File: config.mk
export PLATFORM = sky130hd
export DESIGN_NAME = seg_display_scan
export DESIGN_NICKNAME = d
export VERILOG_FILES = /design/src/rtl/seg_display_scan.sv
export SDC_FILE = /design/constraint.sdc
export NUM_CORES = 1
export LEC_CHECK = 0
export CAP_MARGIN = 30
export CORE_ASPECT_RATIO = 0.9
export CORE_UTILIZATION = 50
export CTS_CLUSTER_SIZE = 12
export DETAILED_ROUTE_END_ITERATION = 10
export PLACE_DENSITY = 0.79
export SLEW_MARGIN = 25
export SYNTH_ARGS = -nofsm -noshare
export SYNTH_HDL_FRONTEND = slang
export SYNTH_SLANG_ARGS = --single-unit
File: constraint.sdc
create_clock -name clk -period 4.2 [get_ports clk]
set_clock_uncertainty 0.2 [all_clocks]
set_input_delay 0.63 -clock clk [delete_from_list [all_inputs] [get_ports clk]]
set_output_delay 0.63 -clock clk [all_outputs]
set_load 0.005 [all_outputs]
File: src/rtl/seg_display_scan.sv
// rtl/seg_display_scan.sv - eight-digit seven-segment scanner paging through a latched 128-bit block
// Divider toggles are edge-detected in the clk domain; an/seg/dp are registered from current state.
module seg_display_scan #(
  parameter int DIGITS = 8
) (
  input  logic              clk,
  input  logic              rst,
  input  logic              clk_1khz,
  input  logic              clk_5sec,
  input  logic [127:0]      data_in,
  input  logic              data_valid,
  output logic [DIGITS-1:0] an,
  output logic [6:0]        seg,
  output logic              dp,
  output logic [1:0]        page
);

  logic              prev_1k_q, prev_1k_d;
  logic              prev_5s_q, prev_5s_d;
  logic [2:0]        digit_q, digit_d;
  logic [1:0]        page_q, page_d;
  logic [127:0]      hold_q, hold_d;
  logic              loaded_q, loaded_d;
  logic [DIGITS-1:0] an_q, an_d;
  logic [6:0]        seg_q, seg_d;
  logic              dp_q, dp_d;

  logic        scan_tick;
  logic        page_tick;
  logic [31:0] word;
  logic [3:0]  nibble;
  logic [6:0]  seg_dec;

  always_comb begin
    prev_1k_d = clk_1khz;
    prev_5s_d = clk_5sec;
    scan_tick = (clk_1khz != prev_1k_q);
    page_tick = clk_5sec & ~prev_5s_q;

    digit_d  = digit_q;
    page_d   = page_q;
    hold_d   = hold_q;
    loaded_d = loaded_q;

    if (scan_tick) digit_d = digit_q + 3'd1;

    // A new block always restarts at page 0, even against a coincident page tick.
    if (data_valid) begin
      hold_d   = data_in;
      loaded_d = 1'b1;
      page_d   = 2'd0;
    end else if (page_tick) begin
      page_d = page_q + 2'd1;
    end

    case (page_q)
      2'd0:    word = hold_q[127:96];
      2'd1:    word = hold_q[95:64];
      2'd2:    word = hold_q[63:32];
      default: word = hold_q[31:0];
    endcase
    nibble = word[{digit_q, 2'b00} +: 4];

    case (nibble)
      4'h0:    seg_dec = 7'h40;
      4'h1:    seg_dec = 7'h79;
      4'h2:    seg_dec = 7'h24;
      4'h3:    seg_dec = 7'h30;
      4'h4:    seg_dec = 7'h19;
      4'h5:    seg_dec = 7'h12;
      4'h6:    seg_dec = 7'h02;
      4'h7:    seg_dec = 7'h78;
      4'h8:    seg_dec = 7'h00;
      4'h9:    seg_dec = 7'h10;
      4'hA:    seg_dec = 7'h08;
      4'hB:    seg_dec = 7'h03;
      4'hC:    seg_dec = 7'h46;
      4'hD:    seg_dec = 7'h21;
      4'hE:    seg_dec = 7'h06;
      default: seg_dec = 7'h0E;
    endcase

    if (loaded_q) begin
      an_d  = ~(DIGITS'(1) << digit_q);
      seg_d = seg_dec;
      dp_d  = (digit_q != {1'b0, page_q});
    end else begin
      an_d  = '1;
      seg_d = 7'h7F;
      dp_d  = 1'b1;
    end
  end

  // Prev samples track the inputs through reset so no spurious tick follows release.
  always_ff @(posedge clk) begin
    if (rst) begin
      prev_1k_q <= clk_1khz;
      prev_5s_q <= clk_5sec;
      digit_q   <= 3'd0;
      page_q    <= 2'd0;
      hold_q    <= '0;
      loaded_q  <= 1'b0;
      an_q      <= '1;
      seg_q     <= 7'h7F;
      dp_q      <= 1'b1;
    end else begin
      prev_1k_q <= prev_1k_d;
      prev_5s_q <= prev_5s_d;
      digit_q   <= digit_d;
      page_q    <= page_d;
      hold_q    <= hold_d;
      loaded_q  <= loaded_d;
      an_q      <= an_d;
      seg_q     <= seg_d;
      dp_q      <= dp_d;
    end
  end

  assign an   = an_q;
  assign seg  = seg_q;
  assign dp   = dp_q;
  assign page = page_q;

endmodule

# After elaboration in Yosys (flattened, before gate mapping)
# Memory sizes are Yosys's and may differ from the RTL's. A register that Yosys moved wholly into a read port is not among the register bits.
# Cells that the tools add are included.
[word_totals] inputBits=133 out_inout_bits=18 memories=1 reg_bits=145 word_cells=25 romBits=112
[mem_list] memory="(no name shown)" depth=16 width=7 rd=1 rd_clocked_by_memory_dff=1 write_ports=0 line="64" rtl="case (nibble)"
[classes] shift=2 n_bitwise=4 eq_ne=4 n_reduce_logical=3 addsub=2 n_mux=1
[ops] cell="32-bit one-hot mux with 3 select lines" n=1
[ops] cell="32-bit by 6-bit indexed part select with 4-bit output" n=1
[ops] cell="8-bit inverter" n=1
[ops] cell="1-bit by 3-bit left shift with 8-bit output, first input constant" n=1
[ops] cell="2-bit OR reduction" n=2
[ops] cell="3-bit by 1-bit adder with 3-bit output, second input constant" n=1
[ops] cell="3-bit by 2-bit != test with 1-bit output" n=1
[ops] cell="2-bit by 1-bit adder with 2-bit output, second input constant" n=1
[ops] cell="2-bit by 1-bit == test with 1-bit output, second input constant" n=1
[ops] cell="2-bit == test, second input constant" n=1
[ops] cell="2-bit zero test" n=1
[ops] cell="1-bit inverter" n=2
[ops] cell="1-bit bitwise AND" n=1
[ops] cell="1-bit != test" n=1

# Longest topological paths before layout
# Gate-level depths: netlist (run 1).
[logic_depth] word_depth=3 ltp_mapped=15 depth_no_buf=13

# Worst setup path after synthesis (run 1)
# No wires, ideal clock.
[synth_timing] path_type="register -> register" startpoint="register page_q[0], in the netlist page[0]" endpoint="register seg_q[5], in the netlist seg[5]" slack_ns=1.045 stages_incl_launch_ff=14 path_buffers=1 period_less_slack_ns=3.155 setup_time_ns=0.144 t_arrival_ns=2.811 cell_sequence="dfxtp_1 -> inv_1 -> ha_1 -> buf_2 -> a222oi_1 -> inv_1 -> mux4_2 -> a311oi_2 -> inv_1 -> ha_1 -> inv_1 -> nor2_1 -> a21oi_1 -> o221ai_1"
[synth_via] elab_chain_len=3 elab_cells_between_ends=5
[synth_rtl] element="from (decl)" line="21" rtl="logic [1:0] page_q, page_d;"
[synth_rtl] element="from (signal assigned)" line="110" rtl="page_q <= page_d;"
[synth_rtl] element="2-bit == test, or another cell as far along" line="56" rtl="case (page_q)"
[synth_rtl] element="32-bit one-hot mux with 3 select lines *" line="56"
[synth_rtl] element="32-bit by 6-bit indexed part select with 4-bit output *" line="62" rtl="nibble = word[{digit_q, 2'b00} +: 4];"
[synth_rtl] element="to (decl)" line="25" rtl="logic [6:0] seg_q, seg_d;"
# Every way passes the cells marked *; elsewhere a longest branch is shown, timed or not.
# A chain may end at the register's enable or synchronous reset.

# Final worst setup path (run 1)
[layout_timing] startpoint="register page_q[1], in the netlist page[1]" endpoint="register seg_q[6], in the netlist seg[6]"
# Same word-level chain as after synthesis.

==> impl_metrics.py, run 1 <==
metrics = {
    "run_status": {
        "outcome": "completed",
    },
    "setup_path": {
        "r2r_end": "seg[6]",
        "r2r_cells": 14,
        "r2r_setup_slack_ns": 0.36,
        "worstSetupEndpointType": "flop",
        "crit_required_ns": 4.23,
        "critical_path_class": "reg2reg",
        "worstPathArrival_ns": 3.87,
        "path_max_fanout": 17,
        "cp-start-kind": "flop",
        "timing.critical_path.from": "page[1]",
        "r2r_start": "page[1]",
        "endpoint": "seg[6]",
    },
    "logic_synthesis": {
        "avgSynthCellArea_um2": 9.79,
        "synth_warnings": 0,
        "ys_ff_latch": 152,
        "synth_top_cell_by_area": "dfxtp_1",
        "synth_area_um2": 6490,
        "syn_nets": 812,
        "synth_top_area_share_pct": 46.9,
        "yosys.cell_types.count": 35,
        "synthesis.instances": 663,
        "synth_seq_area_share_pct": 46.9,
        "synthTopCellsByArea": "dfxtp_1 47%, mux2i_1 23%, nor2_1 8.1%",
    },
    "run": {
        "cap_violations": 0,
    },
    "grt": {
        "antenna_found_initial": 0,
        "grt_pass1_wl_um": 26300,
        "track_usage_pct": 25.8,
        "grt_max_degree": 72,
        "grt_pass1_vias": 5303,
        "grt-ovfl-total": 0,
    },
    "floorplan": {
        "die_y_um": 110,
        "start_util_pct": 51.2,
        "dieWidth_um": 122,
        "num_rows": 39,
        "fp.coreArea_um2": 12700,
        "ioPinCount": 151,
        "fp.dieArea_um2": 13400,
    },
    "place": {
        "place.port_buffers": 150,
        "gp_congestion": 0.924,
        "place_area_um2": 8070,
        "place_inst": 939,
        "hpwl_um": 12300,
    },
    "detailed_routing": {
        "num_vias": 5449,
        "drtIter0Drc": 465,
        "routed_wl_um": 17000,
        "vias_per_cell": 5.61,
        "remaining_drc_errors": 0,
        "postRouteAntennaNets": 0,
        "highest_layer": "met4",
        "drtPass1Iterations": 7,
        "avgRoutedWirePerCell_um": 17.5,
        "route.met3.wl_um": 1090,
        "wl_met1_um": 7260,
        "met2_length_um": 8000,
    },
    "final_layout": {
        "design_area_um2": 8670,
        "drive_above_1_share_pct": 6.07,
        "layout.nets": 943,
        "num_antenna_cells": 0,
        "fin_cells": 971,
        "area_growth_syn_to_layout_pct": 33.6,
        "fillers": 980,
        "final_cell_mix": "152 x dfxtp_1, 151 x mux2i_1, 148 x clkdlybuf4s50_1",
        "final_util_pct": 68.3,
        "layout_commonest_cell": "dfxtp_1",
    },
    "clock_tree": {
        "h-tree-depth": 4,
        "cts_resized": 0,
        "ctsHoldBuffers": 0,
        "root_buffer": "clkbuf_16",
        "clkSlewWorstSetupHoldPaths_ns": 0.06,
        "clk_latency_ns": 0.42,
        "cts.sinks": 152,
        "numCtsBuffers": 17,
        "cts_tree": "yes",
        "clockBufferDepth": 2,
        "cts_setup_buffers": 0,
    },
    "sta": {
        "setup_viol": 0,
        "hold_viol": 0,
        "rsz0062_at_grt": "no",
        "period_share_pct": 91.4,
        "tightest_slew_ns": 0.838,
        "clock.fmax_ghz": 0.261,
        "setup_tns_ns": 0,
        "fin_crit_ns": 3.84,
        "slew_headroom_pct": 44.1,
        "drv_slew": 0,
    },
    "pwr": {
        "p_int_w": 0.00278,
        "clockPowerShare_pct": 41.3,
        "seqPwrFrac_pct": 43.1,
        "p_sw_w": 0.000930,
        "powerDensity_nw_per_um2": 428,
        "sw_frac_of_total_pct": 25.1,
        "p_leak_nw": 3.66,
        "combPwrFrac_pct": 15.6,
        "peakVddDrop_uv": 292,
    },
    "min_path": {
        "hold_class": "reg2reg",
    },
}
## layout make-up
cell class	instances	area (µm²)	area share, %
multi-input cells	438	3150	36.3
flip-flops and latches	152	3040	35.1
repair buffers	162	1590	18.3
clock buffers	20	447	5.15
well taps	164	205	2.37
clock inverters	12	150	1.73
inverters	23	86.3	0.996
## per-layer routing
| metal | vias up | global-route usage, % |
|---|---|---|
| met3 | 51 | 6.43 |
| li1 | 2578 | - |
| met2 | 245 | 43.3 |
| met5 | - | 0 |
| met1 | 2575 | 31.4 |
| met4 | 0 | 11.7 |
## registers in the layout, summed over array words and instances, names as in the netlist
| name | count |
|---|---|
| an | 8 |
| digit_q | 3 |
| dp | 1 |
| hold_q | 128 |
| loaded_q | 1 |
| page | 2 |
| prev_1k_q | 1 |
| prev_5s_q | 1 |
| seg | 7 |
## critical path, stage by stage, from the launching register on
cell	delay [ns]
dfxtp_1	0.43
inv_1	0.11
ha_1	0.42
buf_4	0.30
a222oi_1	0.36
o21ai_0	0.12
a21oi_1	0.17
nor3_1	0.07
a311oi_2	0.48
inv_1	0.16
ha_1	0.26
inv_1	0.11
nor2_1	0.07
a21oi_1	0.21
o221ai_1	0.18
## power groups by stage
| stage | Sequential (W) | Combinational, W | Clock [W] |
|---|---|---|---|
| after floorplan | 0.00160 | 0.000348 | 0 |
| after global placement | 0.00163 | 0.000545 | 0 |
| after detailed placement | 0.00163 | 0.000570 | 0 |
| after CTS | 0.00160 | 0.000575 | 0.00154 |
| after global routing | 0.00161 | 0.000629 | 0.00161 |
| final | 0.00160 | 0.000580 | 0.00153 |
## worst min-delay path by stage
stage | start | to | slack (ns) | cells after the start
after global placement | loaded_q | loaded_q | 0.27 | 2
after floorplan | loaded_q | loaded_q | 0.25 | 2
after CTS | loaded_q | loaded_q | 0.28 | 2
after global routing | hold_q[11] | hold_q[11] | 0.33 | 2
final | loaded_q | loaded_q | 0.29 | 2
after detailed placement | loaded_q | loaded_q | 0.27 | 2
## stage by stage
| step | setup WS, ns | hold WS [ns] | total power [W] |
|---|---|---|---|
| 2_1_floorplan | 1.04 | 0.249 | 0.00194 |
| 4_1_cts | 0.453 | 0.283 | 0.00372 |
| 3_5_place_dp | 0.506 | 0.273 | 0.00220 |
| 5_1_grt | 0.0480 | 0.326 | 0.00385 |
| 6_report | 0.361 | 0.286 | 0.00371 |
| 3_3_place_gp | 0.774 | 0.273 | 0.00217 |
## synth_stat cells
master	count
nor3_1	4
inv_1	22
a31oi_1	8
o221ai_1	3
xnor2_1	5
mux4_2	3
a22oi_1	22
buf_4	1
a221oi_1	3
nor2_1	140
or2b_1	1
clkinv_1	1
a221o_1	1
a211oi_1	1
o21ai_0	3
nor2b_1	3
buf_1	16
a311oi_2	1
mux2i_1	151
ha_1	16
buf_2	11
nand2b_1	1
a222oi_1	11
o2bb2ai_1	1
nand4_1	1
xor2_1	1
a32oi_1	11
nand3_1	7
nand2_1	29
o31ai_1	1
dfxtp_1	152
nor2_2	1
a21oi_1	9
buf_6	1
clkbuf_1	21
## logic make-up (layout without fill, tap and decap cells)
family | Yosys count | in the layout | share of synthesized area (%)
xor gates and xnor gates | 6 | 6 | 0.810
and+or+nand+nor | 187 | 187 | 11.3
adders and majority gates | 16 | 16 | 3.08
buffers and inverters | 73 | 217 | 4.61
AOI/OAI and AO/OA | 75 | 75 | 8.98
DFF | 152 | 152 | 46.9
muxes | 154 | 154 | 24.3
(Power assumes the default switching activity.)
==> inputs of run 2 (changes only) <==
--- a/config.mk
+++ b/config.mk
@@ -7,10 +7,11 @@
 export LEC_CHECK = 0
 export CAP_MARGIN = 30
 export CORE_ASPECT_RATIO = 0.9
-export CORE_UTILIZATION = 50
+export CORE_UTILIZATION = 55
 export CTS_CLUSTER_SIZE = 12
 export DETAILED_ROUTE_END_ITERATION = 10
-export PLACE_DENSITY = 0.79
+export DONT_BUFFER_PORTS = 1
+export PLACE_DENSITY = 0.69
 export SLEW_MARGIN = 25
 export SYNTH_ARGS = -nofsm -noshare
 export SYNTH_HDL_FRONTEND = slang
==> constraint.sdc (replaced) <==
create_clock -name clk -period 4.9 [get_ports clk]
set_clock_uncertainty 0.2 [all_clocks]
set_input_delay 0.735 -clock clk [delete_from_list [all_inputs] [get_ports clk]]
set_output_delay 0.735 -clock clk [all_outputs]
set_load 0.005 [all_outputs]
==> run 2 against run 1 <==
  * Hold slack got worse by 0.15 ns
  * Power is 18% lower
  * First-iteration DRC count shrank 27%
  * Setup slack gained 0.57 ns
  * Routed wire length down 9.5%
  * Highest routed layer unchanged
==> impl_metrics.py, run 2 (same netlist as run 1, synthesis figures left out) <==
metrics = {
    "grt": {
        "grt_max_degree": 137,
        "track_usage_pct": 26.2,
        "antenna_found_initial": 0,
        "grt_pass1_wl_um": 23900,
        "grt-ovfl-total": 0,
        "grt_pass1_vias": 4494,
    },
    "floorplan": {
        "dieWidth_um": 117,
        "start_util_pct": 56.5,
        "num_rows": 37,
        "fp.coreArea_um2": 11500,
        "fp.dieArea_um2": 12200,
        "die_y_um": 105,
        "ioPinCount": 151,
    },
    "detailed_routing": {
        "postRouteAntennaNets": 0,
        "num_vias": 4626,
        "routed_wl_um": 15300,
        "drtIter0Drc": 339,
        "remaining_drc_errors": 0,
        "vias_per_cell": 5.76,
        "drtPass1Iterations": 5,
        "avgRoutedWirePerCell_um": 19.1,
    },
    "pwr": {
        "p_int_w": 0.00236,
        "clockPowerShare_pct": 44.9,
        "powerDensity_nw_per_um2": 428,
        "peakVddDrop_uv": 261,
        "seqPwrFrac_pct": 44.7,
        "p_sw_w": 0.000698,
        "combPwrFrac_pct": 10.3,
        "sw_frac_of_total_pct": 22.9,
        "p_leak_nw": 3.05,
    },
    "setup_path": {
        "critical_path_class": "reg2reg",
        "cp-start-kind": "flop",
        "r2r_setup_slack_ns": 0.93,
        "worstSetupEndpointType": "flop",
        "worstPathArrival_ns": 4.01,
        "crit_required_ns": 4.94,
        "path_max_fanout": 17,
    },
    "sta": {
        "fin_crit_ns": 3.97,
        "rsz0062_at_grt": "no",
        "clock.fmax_ghz": 0.252,
        "setup_tns_ns": 0,
        "drv_slew": 0,
        "setup_viol": 0,
        "worst_hold_slack_ns": 0.139,
        "slew_headroom_pct": 40.3,
        "tightest_slew_ns": 0.871,
        "final.setup.worst_slack_ns": 0.934,
        "hold_viol": 0,
        "period_share_pct": 80.9,
    },
    "clock_tree": {
        "clk_latency_ns": 0.42,
        "clkSlewWorstSetupHoldPaths_ns": 0.06,
        "ctsHoldBuffers": 0,
        "cts_resized": 0,
        "clockBufferDepth": 2,
        "cts.sinks": 152,
        "h-tree-depth": 4,
        "root_buffer": "clkbuf_16",
        "cts_setup_buffers": 0,
        "numCtsBuffers": 17,
        "cts_tree": "yes",
    },
    "final_layout": {
        "ff_latch_area_um2": 3040,
        "multiInputGateArea_um2": 3150,
        "final_util_pct": 62.2,
        "final_cell_mix": "152 x dfxtp_1, 151 x mux2i_1, 140 x nor2_1",
        "drive_above_1_share_pct": 6.18,
        "area_growth_syn_to_layout_pct": 10.0,
        "num_antenna_cells": 0,
        "layout.nets": 786,
        "layout_commonest_cell": "dfxtp_1",
        "largest_register_ffs": 128,
        "regMostFlops": "hold_q",
        "fillers": 1000,
    },
    "run": {
        "cap_violations": 0,
    },
    "place": {
        "place.port_buffers": 0,
        "gp_congestion": 0.904,
        "place_ws_ns": 0.972,
        "hpwl_um": 10500,
    },
    "min_path": {
        "hold_class": "in2reg",
    },
    "run_status": {
        "outcome": "completed",
    },
}
[run 2: cell type report]
cell class	instances	area share, %
Clock inverter	8	2.03
Sequential cell	152	42.6
Tap cell	156	2.73
Multi-Input combinational cell	438	44.2
Inverter	23	1.21
Clock buffer	21	6.73
Timing Repair Buffer	5	0.526
[run 2: metrics by stage]
step | total power, W | cells | instance area (µm²)
6_report | 0.00305 | 803 | 7140
4_1_cts | 0.00308 | 803 | 7140
2_1_floorplan | 0.00167 | 663 | 6490
3_5_place_dp | 0.00170 | 774 | 6510
3_3_place_gp | 0.00169 | 774 | 6510
5_1_grt | 0.00318 | 803 | 7140
[run 2: final timing paths]
check,start,end,cells past startpoint
worst max-delay path,page[0],seg[5],13
worst min register to register,hold_q[17],hold_q[17],2
worst min-delay path,clk_5sec,prev_5s_q,0
worst max register to register,page[0],seg[5],13
[run 2: power groups by stage]
stage	Sequential [W]	Combinational, W	Clock, W
6_report	0.00137	0.000316	0.00137
5_1_grt	0.00137	0.000354	0.00146
4_1_cts	0.00137	0.000314	0.00140
3_5_place_dp	0.00139	0.000312	0
3_3_place_gp	0.00139	0.000299	0
2_1_floorplan	0.00137	0.000299	0
[run 2: critical path: stages (launching register included)]
cell and delay, ns:
dfxtp_1 0.49, inv_1 0.12, ha_1 0.44, buf_4 0.31
a222oi_1 0.30, inv_1 0.07, mux4_2 0.49, a311oi_2 0.50
inv_1 0.16, ha_1 0.26, inv_1 0.09, nor2_1 0.05
a21oi_1 0.14, o221ai_1 0.15
[run 2: layer usage]
metal / wire, µm / vias to the layer above / global-route usage, %
met1: 6420 / 2177 / 32.0
met2: 7370 / 167 / 41.7
met4: 342 / 0 / 9.07
met5: 0 / - / 0
li1: - / 2261 / -
met3: 1210 / 21 / 10.2
